File: src/rtl/gnn_0_bias_loader_mb.sv
// Bias loader: decodes one instruction, starts a DRAM read and writes the
// returned stream beats into one (or all) buffer banks, flagging overrun/short streams.
module gnn_0_bias_loader_mb #(
  parameter int INST_LENGTH     = 96,
  parameter int ADDR_WIDTH      = 64,
  parameter int DATA_WIDTH      = 512,
  parameter int XFER_SIZE_WIDTH = 32,
  parameter int BUF_AW          = 9,
  parameter int NUM_BANKS       = 4
) (
  input  logic                       kernel_clk,
  input  logic                       kernel_rst,
  input  logic                       ap_start,
  output logic                       ap_done,
  input  logic [ADDR_WIDTH-1:0]      ctrl_addr_offset,
  input  logic [INST_LENGTH-1:0]     ctrl_instruction,
  output logic [ADDR_WIDTH-1:0]      dram_xfer_start_addr,
  output logic [XFER_SIZE_WIDTH-1:0] dram_xfer_size_in_bytes,
  output logic                       read_start,
  input  logic                       read_done,
  input  logic                       data_tvalid,
  output logic                       data_tready,
  input  logic                       data_tlast,
  input  logic [DATA_WIDTH-1:0]      data_tdata,
  output logic [NUM_BANKS-1:0]       buf_wr_valid,
  output logic [BUF_AW-1:0]          buf_wr_addr,
  output logic [DATA_WIDTH-1:0]      buf_wr_data,
  output logic [1:0]                 err_status
);

  localparam int BW = $clog2(NUM_BANKS);

  typedef enum logic [2:0] {IDLE, DECODE, ISSUE, STREAM, DRAIN, DONE} state_t;

  state_t                     state_q, state_d;
  logic [15:0]                buf_start_q, buf_start_d;
  logic [15:0]                len_q, len_d;
  logic [15:0]                beat_q, beat_d;
  logic [BW-1:0]              bank_q, bank_d;
  logic                       bcast_q, bcast_d;
  logic                       rd_seen_q, rd_seen_d;
  logic [1:0]                 err_q, err_d;
  logic [ADDR_WIDTH-1:0]      xaddr_q, xaddr_d;
  logic [XFER_SIZE_WIDTH-1:0] xsize_q, xsize_d;
  logic                       read_start_q, read_start_d;
  logic                       ap_done_q, ap_done_d;
  logic [NUM_BANKS-1:0]       wr_valid_q, wr_valid_d;
  logic [BUF_AW-1:0]          wr_addr_q, wr_addr_d;
  logic [DATA_WIDTH-1:0]      wr_data_q, wr_data_d;

  logic                       hs;
  logic                       rd_any;
  logic                       last_beat;
  logic [15:0]                addr_sum;
  logic [NUM_BANKS-1:0]       bank_mask;

  assign data_tready = (state_q == STREAM) || (state_q == DRAIN);
  assign hs          = data_tvalid && data_tready;
  // read_done counts as seen in the very cycle it arrives
  assign rd_any      = rd_seen_q || read_done;
  assign last_beat   = (beat_q == len_q - 16'd1);
  assign addr_sum    = buf_start_q + beat_q;
  assign bank_mask   = bcast_q ? {NUM_BANKS{1'b1}} : (NUM_BANKS'(1) << bank_q);

  always_comb begin
    state_d      = state_q;
    buf_start_d  = buf_start_q;
    len_d        = len_q;
    beat_d       = beat_q;
    bank_d       = bank_q;
    bcast_d      = bcast_q;
    rd_seen_d    = rd_seen_q;
    err_d        = err_q;
    xaddr_d      = xaddr_q;
    xsize_d      = xsize_q;
    read_start_d = 1'b0;
    ap_done_d    = 1'b0;
    wr_valid_d   = '0;
    wr_addr_d    = wr_addr_q;
    wr_data_d    = wr_data_q;

    case (state_q)
      IDLE: begin
        if (ap_start) begin
          buf_start_d = ctrl_instruction[47:32];
          len_d       = ctrl_instruction[63:48];
          bank_d      = ctrl_instruction[24 +: BW];
          bcast_d     = ctrl_instruction[23];
          xaddr_d     = ctrl_addr_offset + ADDR_WIDTH'(ctrl_instruction[79:64]);
          xsize_d     = XFER_SIZE_WIDTH'(ctrl_instruction[95:80]);
          beat_d      = '0;
          rd_seen_d   = 1'b0;
          err_d       = '0;
          state_d     = DECODE;
        end
      end
      DECODE: begin
        if (len_q == 16'd0) begin
          state_d = DONE;
        end else begin
          read_start_d = 1'b1;
          state_d      = ISSUE;
        end
      end
      ISSUE: begin
        rd_seen_d = rd_any;
        state_d   = STREAM;
      end
      STREAM: begin
        rd_seen_d = rd_any;
        if (hs) begin
          wr_valid_d = bank_mask;
          wr_addr_d  = BUF_AW'(addr_sum);
          wr_data_d  = data_tdata;
          if (last_beat) begin
            state_d = rd_any ? DONE : DRAIN;
          end else begin
            beat_d = beat_q + 16'd1;
            if (rd_any) begin
              err_d[1] = 1'b1;
              state_d  = DONE;
            end else if (data_tlast) begin
              err_d[1] = 1'b1;
              state_d  = DRAIN;
            end
          end
        end else if (rd_any) begin
          err_d[1] = 1'b1;
          state_d  = DONE;
        end
      end
      DRAIN: begin
        rd_seen_d = rd_any;
        if (hs) err_d[0] = 1'b1;
        if (rd_any) state_d = DONE;
      end
      DONE: begin
        ap_done_d = 1'b1;
        state_d   = IDLE;
      end
      default: state_d = IDLE;
    endcase
  end

  always_ff @(posedge kernel_clk) begin
    if (kernel_rst) begin
      state_q      <= IDLE;
      buf_start_q  <= '0;
      len_q        <= '0;
      beat_q       <= '0;
      bank_q       <= '0;
      bcast_q      <= 1'b0;
      rd_seen_q    <= 1'b0;
      err_q        <= '0;
      xaddr_q      <= '0;
      xsize_q      <= '0;
      read_start_q <= 1'b0;
      ap_done_q    <= 1'b0;
      wr_valid_q   <= '0;
      wr_addr_q    <= '0;
      wr_data_q    <= '0;
    end else begin
      state_q      <= state_d;
      buf_start_q  <= buf_start_d;
      len_q        <= len_d;
      beat_q       <= beat_d;
      bank_q       <= bank_d;
      bcast_q      <= bcast_d;
      rd_seen_q    <= rd_seen_d;
      err_q        <= err_d;
      xaddr_q      <= xaddr_d;
      xsize_q      <= xsize_d;
      read_start_q <= read_start_d;
      ap_done_q    <= ap_done_d;
      wr_valid_q   <= wr_valid_d;
      wr_addr_q    <= wr_addr_d;
      wr_data_q    <= wr_data_d;
    end
  end

  assign ap_done                 = ap_done_q;
  assign read_start              = read_start_q;
  assign dram_xfer_start_addr    = xaddr_q;
  assign dram_xfer_size_in_bytes = xsize_q;
  assign buf_wr_valid            = wr_valid_q;
  assign buf_wr_addr             = wr_addr_q;
  assign buf_wr_data             = wr_data_q;
  assign err_status              = err_q;

endmodule

File: config.mk
export PLATFORM = sky130hd
export DESIGN_NAME = gnn_0_bias_loader_mb
export DESIGN_NICKNAME = d
export VERILOG_FILES = /design/src/rtl/gnn_0_bias_loader_mb.sv
export SDC_FILE = /design/constraint.sdc
export NUM_CORES = 1
export LEC_CHECK = 0
export CAP_MARGIN = 20
export CORE_AREA = 2 2 506 508
export CTS_BUF_LIST = sky130_fd_sc_hd__clkbuf_8
export DETAILED_ROUTE_END_ITERATION = 6
export DIE_AREA = 0 0 508 510
export GPL_TIMING_DRIVEN = 1
export PLACE_DENSITY = 0.39
export SLEW_MARGIN = 20
export SYNTH_ARGS = -nofsm -noshare
export SYNTH_HDL_FRONTEND = slang
export SYNTH_SLANG_ARGS = --single-unit
export TNS_END_PERCENT = 5
File: constraint.sdc
create_clock -name kernel_clk -period 3.05 [get_ports kernel_clk]
set_input_delay 0.915 -clock kernel_clk [delete_from_list [all_inputs] [get_ports kernel_clk]]
set_output_delay 0.915 -clock kernel_clk [all_outputs]
set_load 0.05 [all_outputs]
==> impl_results.html <==
<table>
<tr><th>Metric</th><th>Value</th></tr>
<tr><th colspan="2">Logic synthesis</th></tr>
<tr><td>Number of distinct library cells after synthesis</td><td>75</td></tr>
<tr><td>Combinational family with the most area after synthesis</td><td>simple AND/OR/NAND/NOR gates</td></tr>
<tr><td>Count of mapped cells out of synthesis</td><td>3266</td></tr>
<tr><td>Seq cells post-synth</td><td>657</td></tr>
<tr><td>Yosys warnings</td><td>0</td></tr>
<tr><td>Largest cells by area after synthesis</td><td>sky130_fd_sc_hd__dfxtp_1 (52%), sky130_fd_sc_hd__nand2_1 (18%), sky130_fd_sc_hd__a21oi_1 (12%), sky130_fd_sc_hd__clkbuf_1 (3.3%), sky130_fd_sc_hd__xnor2_1 (1.4%)</td></tr>
<tr><td>Number of synthesized flops with an enable pin</td><td>0</td></tr>
<tr><td>Xor and xnor area share after synthesis</td><td>approximately 2.6%</td></tr>
<tr><td>Most instantiated flip-flop cell in the synthesis netlist</td><td>sky130_fd_sc_hd__dfxtp_1</td></tr>
<tr><td>Post-Synth Simple-Gate Area</td><td>24.0%</td></tr>
<tr><td>Fraction of post-synthesis cell area in the top cell type by area</td><td>51.6%</td></tr>
<tr><td>Proportion of synthesized flip-flops having asynchronous set or reset</td><td>0%</td></tr>
<tr><td>Post-synthesis share of cell area spent on full adders, half adders and majority gates</td><td>1.43%</td></tr>
<tr><td>Most frequent cell after synthesis</td><td>sky130_fd_sc_hd__nand2_1</td></tr>
<tr><td>Area fraction in compound gates after synthesis</td><td>approximately 16%</td></tr>
<tr><td>Average footprint of a synthesized cell</td><td>7.80 µm²</td></tr>
<tr><td>Fraction of synthesized area in multiplexers</td><td>0.280%</td></tr>
<tr><td>Synth cell count leaders</td><td>sky130_fd_sc_hd__nand2_1 (1210), sky130_fd_sc_hd__dfxtp_1 (657), sky130_fd_sc_hd__a21oi_1 (610)</td></tr>
<tr><td>Synthesized cell area</td><td>about 25000 µm²</td></tr>
<tr><td>Library cell occupying the most area in the post-synthesis netlist</td><td>sky130_fd_sc_hd__dfxtp_1</td></tr>
<tr><td>Sequential cell area fraction in the yosys report</td><td>roughly half</td></tr>
<tr><th colspan="2">Critical path</th></tr>
<tr><td>Cell type group with the largest total delay on the critical path</td><td>compound AO/OA/AOI/OAI gates</td></tr>
<tr><td>Data required time of the worst path</td><td>3840 ps</td></tr>
<tr><td>Biggest cell delay along the critical path</td><td>460 ps</td></tr>
<tr><td>Buf+Inv Stages, Crit Path</td><td>3</td></tr>
<tr><td>CP Data Arrival Time</td><td>about 3800 ps</td></tr>
<tr><td>Maximum fanout encountered on the critical timing path</td><td>7</td></tr>
<tr><td>Highest-delay cell along the critical path</td><td>sky130_fd_sc_hd__clkdlybuf4s50_1</td></tr>
<tr><td>Worst path cell trace</td><td>clkdlybuf4s50_1, ha_1, inv_1, fa_2, nand2b_4, a21oi_4, nor4_4, o31ai_4, buf_12, a21boi_4, nor4b_4, nand3_1, a311oi_1</td></tr>
<tr><td>Startpoint-to-endpoint class of the critical path</td><td>in -&gt; reg</td></tr>
<tr><td>Kind of start point of the critical path</td><td>input port</td></tr>
<tr><td>Critical Path End Type</td><td>flop</td></tr>
<tr><th colspan="2">Power and ir drop</th></tr>
<tr><td>P per Cell Area</td><td>about 670 nW/µm²</td></tr>
<tr><td>Leakage dissipation</td><td>0.0186 µW</td></tr>
<tr><td>Maximum ir drop on the vdd rail</td><td>0.384 mV</td></tr>
<tr><td>PnR Total Power</td><td>31000 µW</td></tr>
<tr><th colspan="2">Timing</th></tr>
<tr><td>Setup repair after global routing missed its margin</td><td>true</td></tr>
<tr><td>Worst Hold Slack</td><td>448 ps</td></tr>
<tr><td>Tightest Pin Transition</td><td>768 ps</td></tr>
<tr><td>Final clock period utilization by the worst path</td><td>between 90 and 100%</td></tr>
<tr><td>Final critical delay including setup and external delays</td><td>3030 ps</td></tr>
<tr><td>Count of endpoints failing hold in the final timing report</td><td>0</td></tr>
<tr><td>Count of endpoints failing setup in the final report</td><td>0</td></tr>
<tr><td>Final Max Tran Viols</td><td>0</td></tr>
<tr><td>Slew margin rel.</td><td>48.8%</td></tr>
<tr><td>Fin Clk Skew</td><td>~47 ps</td></tr>
<tr><td>Highest achievable clock rate</td><td>0.330 GHz</td></tr>
<tr><th colspan="2">Clock tree</th></tr>
<tr><td>Worst-Skew Late Latency</td><td>910 ps</td></tr>
<tr><td>Clock slew at the register clock pins of the worst setup and hold paths</td><td>60 ps</td></tr>
<tr><td>Clock root buffer</td><td>sky130_fd_sc_hd__clkbuf_8</td></tr>
<tr><td>Clk sinks</td><td>657</td></tr>
<tr><td>TritonCTS clock tree</td><td>yes</td></tr>
<tr><td>H-tree levels</td><td>4</td></tr>
<tr><td>Maximum root-to-sink buffer count</td><td>3</td></tr>
<tr><td>Number of buffers inserted during clock tree synthesis</td><td>142</td></tr>
<tr><th colspan="2">Route</th></tr>
<tr><td>Final Routed Wirelength</td><td>between 150000 and 200000 µm</td></tr>
<tr><td>Remaining design rule violation count</td><td>0</td></tr>
<tr><td>Post-DR vias/cell</td><td>3.57</td></tr>
<tr><td>First DRT Iteration DRCs</td><td>1813</td></tr>
<tr><td>Total number of vias</td><td>approximately 30000</td></tr>
<tr><td>Detailed-router iteration count before antenna repair</td><td>5</td></tr>
<tr><td>Remaining antenna violation count after routing</td><td>0</td></tr>
<tr><td>Detailed-route wire length per cell</td><td>24.3 µm</td></tr>
<tr><th colspan="2">Status</th></tr>
<tr><td>Outcome</td><td>finished clean</td></tr>
<tr><th colspan="2">Global route</th></tr>
<tr><td>Number of antenna violations at the first check in global routing</td><td>119</td></tr>
<tr><td>Overflow left after global routing</td><td>0</td></tr>
<tr><td>Total Routing Usage GR</td><td>14.7%</td></tr>
<tr><td>Maximum number of pins on one net before global-route repair</td><td>74</td></tr>
<tr><td>Wire length of the first global-routing pass</td><td>259000 µm</td></tr>
<tr><td>Vias in the first global route</td><td>28800</td></tr>
<tr><th colspan="2">Layout</th></tr>
<tr><td>Filler cells</td><td>approximately 29000</td></tr>
<tr><td>Area Growth Syn to Fin</td><td>81.3%</td></tr>
<tr><td>Number of nets in the final layout</td><td>around 5400</td></tr>
<tr><td>Multi-input gate area in the final layout</td><td>approximately 11000 µm²</td></tr>
<tr><td>Fraction of final layout cells with drive strength greater than 1</td><td>12.2%</td></tr>
<tr><td>Total area of sequential cells</td><td>roughly 13000 µm²</td></tr>
<tr><th colspan="2">Place</th></tr>
<tr><td>Number of I/O port buffers</td><td>1251</td></tr>
<tr><td>Placer's final routability congestion estimate</td><td>0.879</td></tr>
<tr><td>Post-DP HPWL</td><td>about 170000 µm</td></tr>
<tr><th colspan="2">Flow run</th></tr>
<tr><td>Max_cap viols</td><td>0</td></tr>
<tr><th colspan="2">Floorplan</th></tr>
<tr><td>I/O pin cnt</td><td>1304</td></tr>
<tr><td>Height of the die</td><td>around 500 µm</td></tr>
<tr><td>CORE AREA</td><td>253000 µm²</td></tr>
<tr><td>Cell row count</td><td>185</td></tr>
<tr><td>Die Span X</td><td>508 µm</td></tr>
<tr><td>Total die area</td><td>259000 µm²</td></tr>
<tr><td>Initial Utilization</td><td>approximately a tenth</td></tr>
<tr><th colspan="2">Worst hold path</th></tr>
<tr><td>HP Class</td><td>reg -&gt; reg</td></tr>
</table>
[power breakdown]
part / switching [µW] / internal, µW
logic: 6830 / 3290
registers: 654 / 9480
clock network: 4780 / 5950
[layout make-up]
| cell class | count | area share, % |
|---|---|---|
| Multi-Input combinational cell | 2353 | 24.9 |
| Timing Repair Buffer | 1502 | 30.5 |
| Clock inverter | 79 | 1.41 |
| Sequential cell | 657 | 28.5 |
| Antenna cell | 38 | 0.206 |
| Tap cell | 3366 | 9.11 |
| Clock buffer | 176 | 5.24 |
| Inverter | 24 | 0.195 |
[layer usage]
metal / up-vias / share of wire (%) / global-route usage, %
met1: 13900 / 42 / 18.2
met4: 40 / 3.3 / 5.34
met5: - / 0.13 / 0
met3: 354 / 10 / 5.86
met2: 1315 / 44 / 22.7
li1: 13700 / - / -
[logic make-up after synthesis]
logic type                 after synthesis
AOI/OAI and AO/OA                      737
xor gates and xnor gates                75
adders and majority gates               28
buffers and inverters                  271
DFF                                    657
muxes                                    7
other                                    1
and+or+nand+nor                       1490
[path summary, 6_finish.rpt]
path	from	to	slack, ps	cells past startpoint
worst max register to register	len_q[1]	err_status[1]	160	9
worst min register to register	buf_wr_data[447]	buf_wr_data[447]	450	2
worst max-delay path	ctrl_addr_offset[0]	dram_xfer_start_addr[52]	20	13
worst min-delay path	buf_wr_data[447]	buf_wr_data[447]	450	2
[sequential cells by signal (all words and copies together), names as in the netlist, 3 cells and up]
name,count
buf_wr_data,512
dram_xfer_size_in_bytes,16
buf_wr_addr,9
buf_start_q,9
dram_xfer_start_addr,64
state_q,3
beat_q,16
len_q,16
buf_wr_valid,4
[worst min-delay path, stage by stage, from the launching register on]
cell and delay [ps]:
sky130_fd_sc_hd__dfxtp_1 300, sky130_fd_sc_hd__nand2_1 50, sky130_fd_sc_hd__a21oi_1 50
[per-stage QoR]
step | cells | util (%) | setup TNS (ps) | area (µm²) | setup slack [ps]
detailed placement | 7901 | 17.2 | -44180 | 43600 | -1050
finish | 8195 | 18.2 | 0 | 46200 | 16.6
global route | 8179 | 18.2 | -141 | 46200 | -38.3
floorplan | 3281 | - | -138 | 25600 | -48.8
global placement | 7901 | 17.2 | -42100 | 43600 | -985
CTS | 8157 | 18.2 | 0 | 46000 | 5.63
[layout by cell type, fill, tap and decap left out, types with 22 or more instances in the layout]
cell                              count
sky130_fd_sc_hd__a211oi_1            32
sky130_fd_sc_hd__a21oi_1            609
sky130_fd_sc_hd__buf_12              44
sky130_fd_sc_hd__buf_4              288
sky130_fd_sc_hd__clkbuf_8           176
sky130_fd_sc_hd__clkdlybuf4s50_1    639
sky130_fd_sc_hd__dfxtp_1            656
sky130_fd_sc_hd__diode_2             38
sky130_fd_sc_hd__dlygate4sd2_1      528
sky130_fd_sc_hd__ha_1                26
sky130_fd_sc_hd__inv_1               72
sky130_fd_sc_hd__nand2_1           1208
sky130_fd_sc_hd__nand3_1             28
sky130_fd_sc_hd__nor2_1              81
sky130_fd_sc_hd__nor3_1              33
sky130_fd_sc_hd__o21ai_0             22
sky130_fd_sc_hd__xnor2_1             40
sky130_fd_sc_hd__xor2_1              34
[timing repair]
item	CTS	global route
hold endpoints to repair	0	0
pin swaps	0	2
buffers inserted	1	0
gates resized for setup	538	15
hold buffers	0	0
setup endpoints to repair	534	31
(Power assumes the default switching activity.)
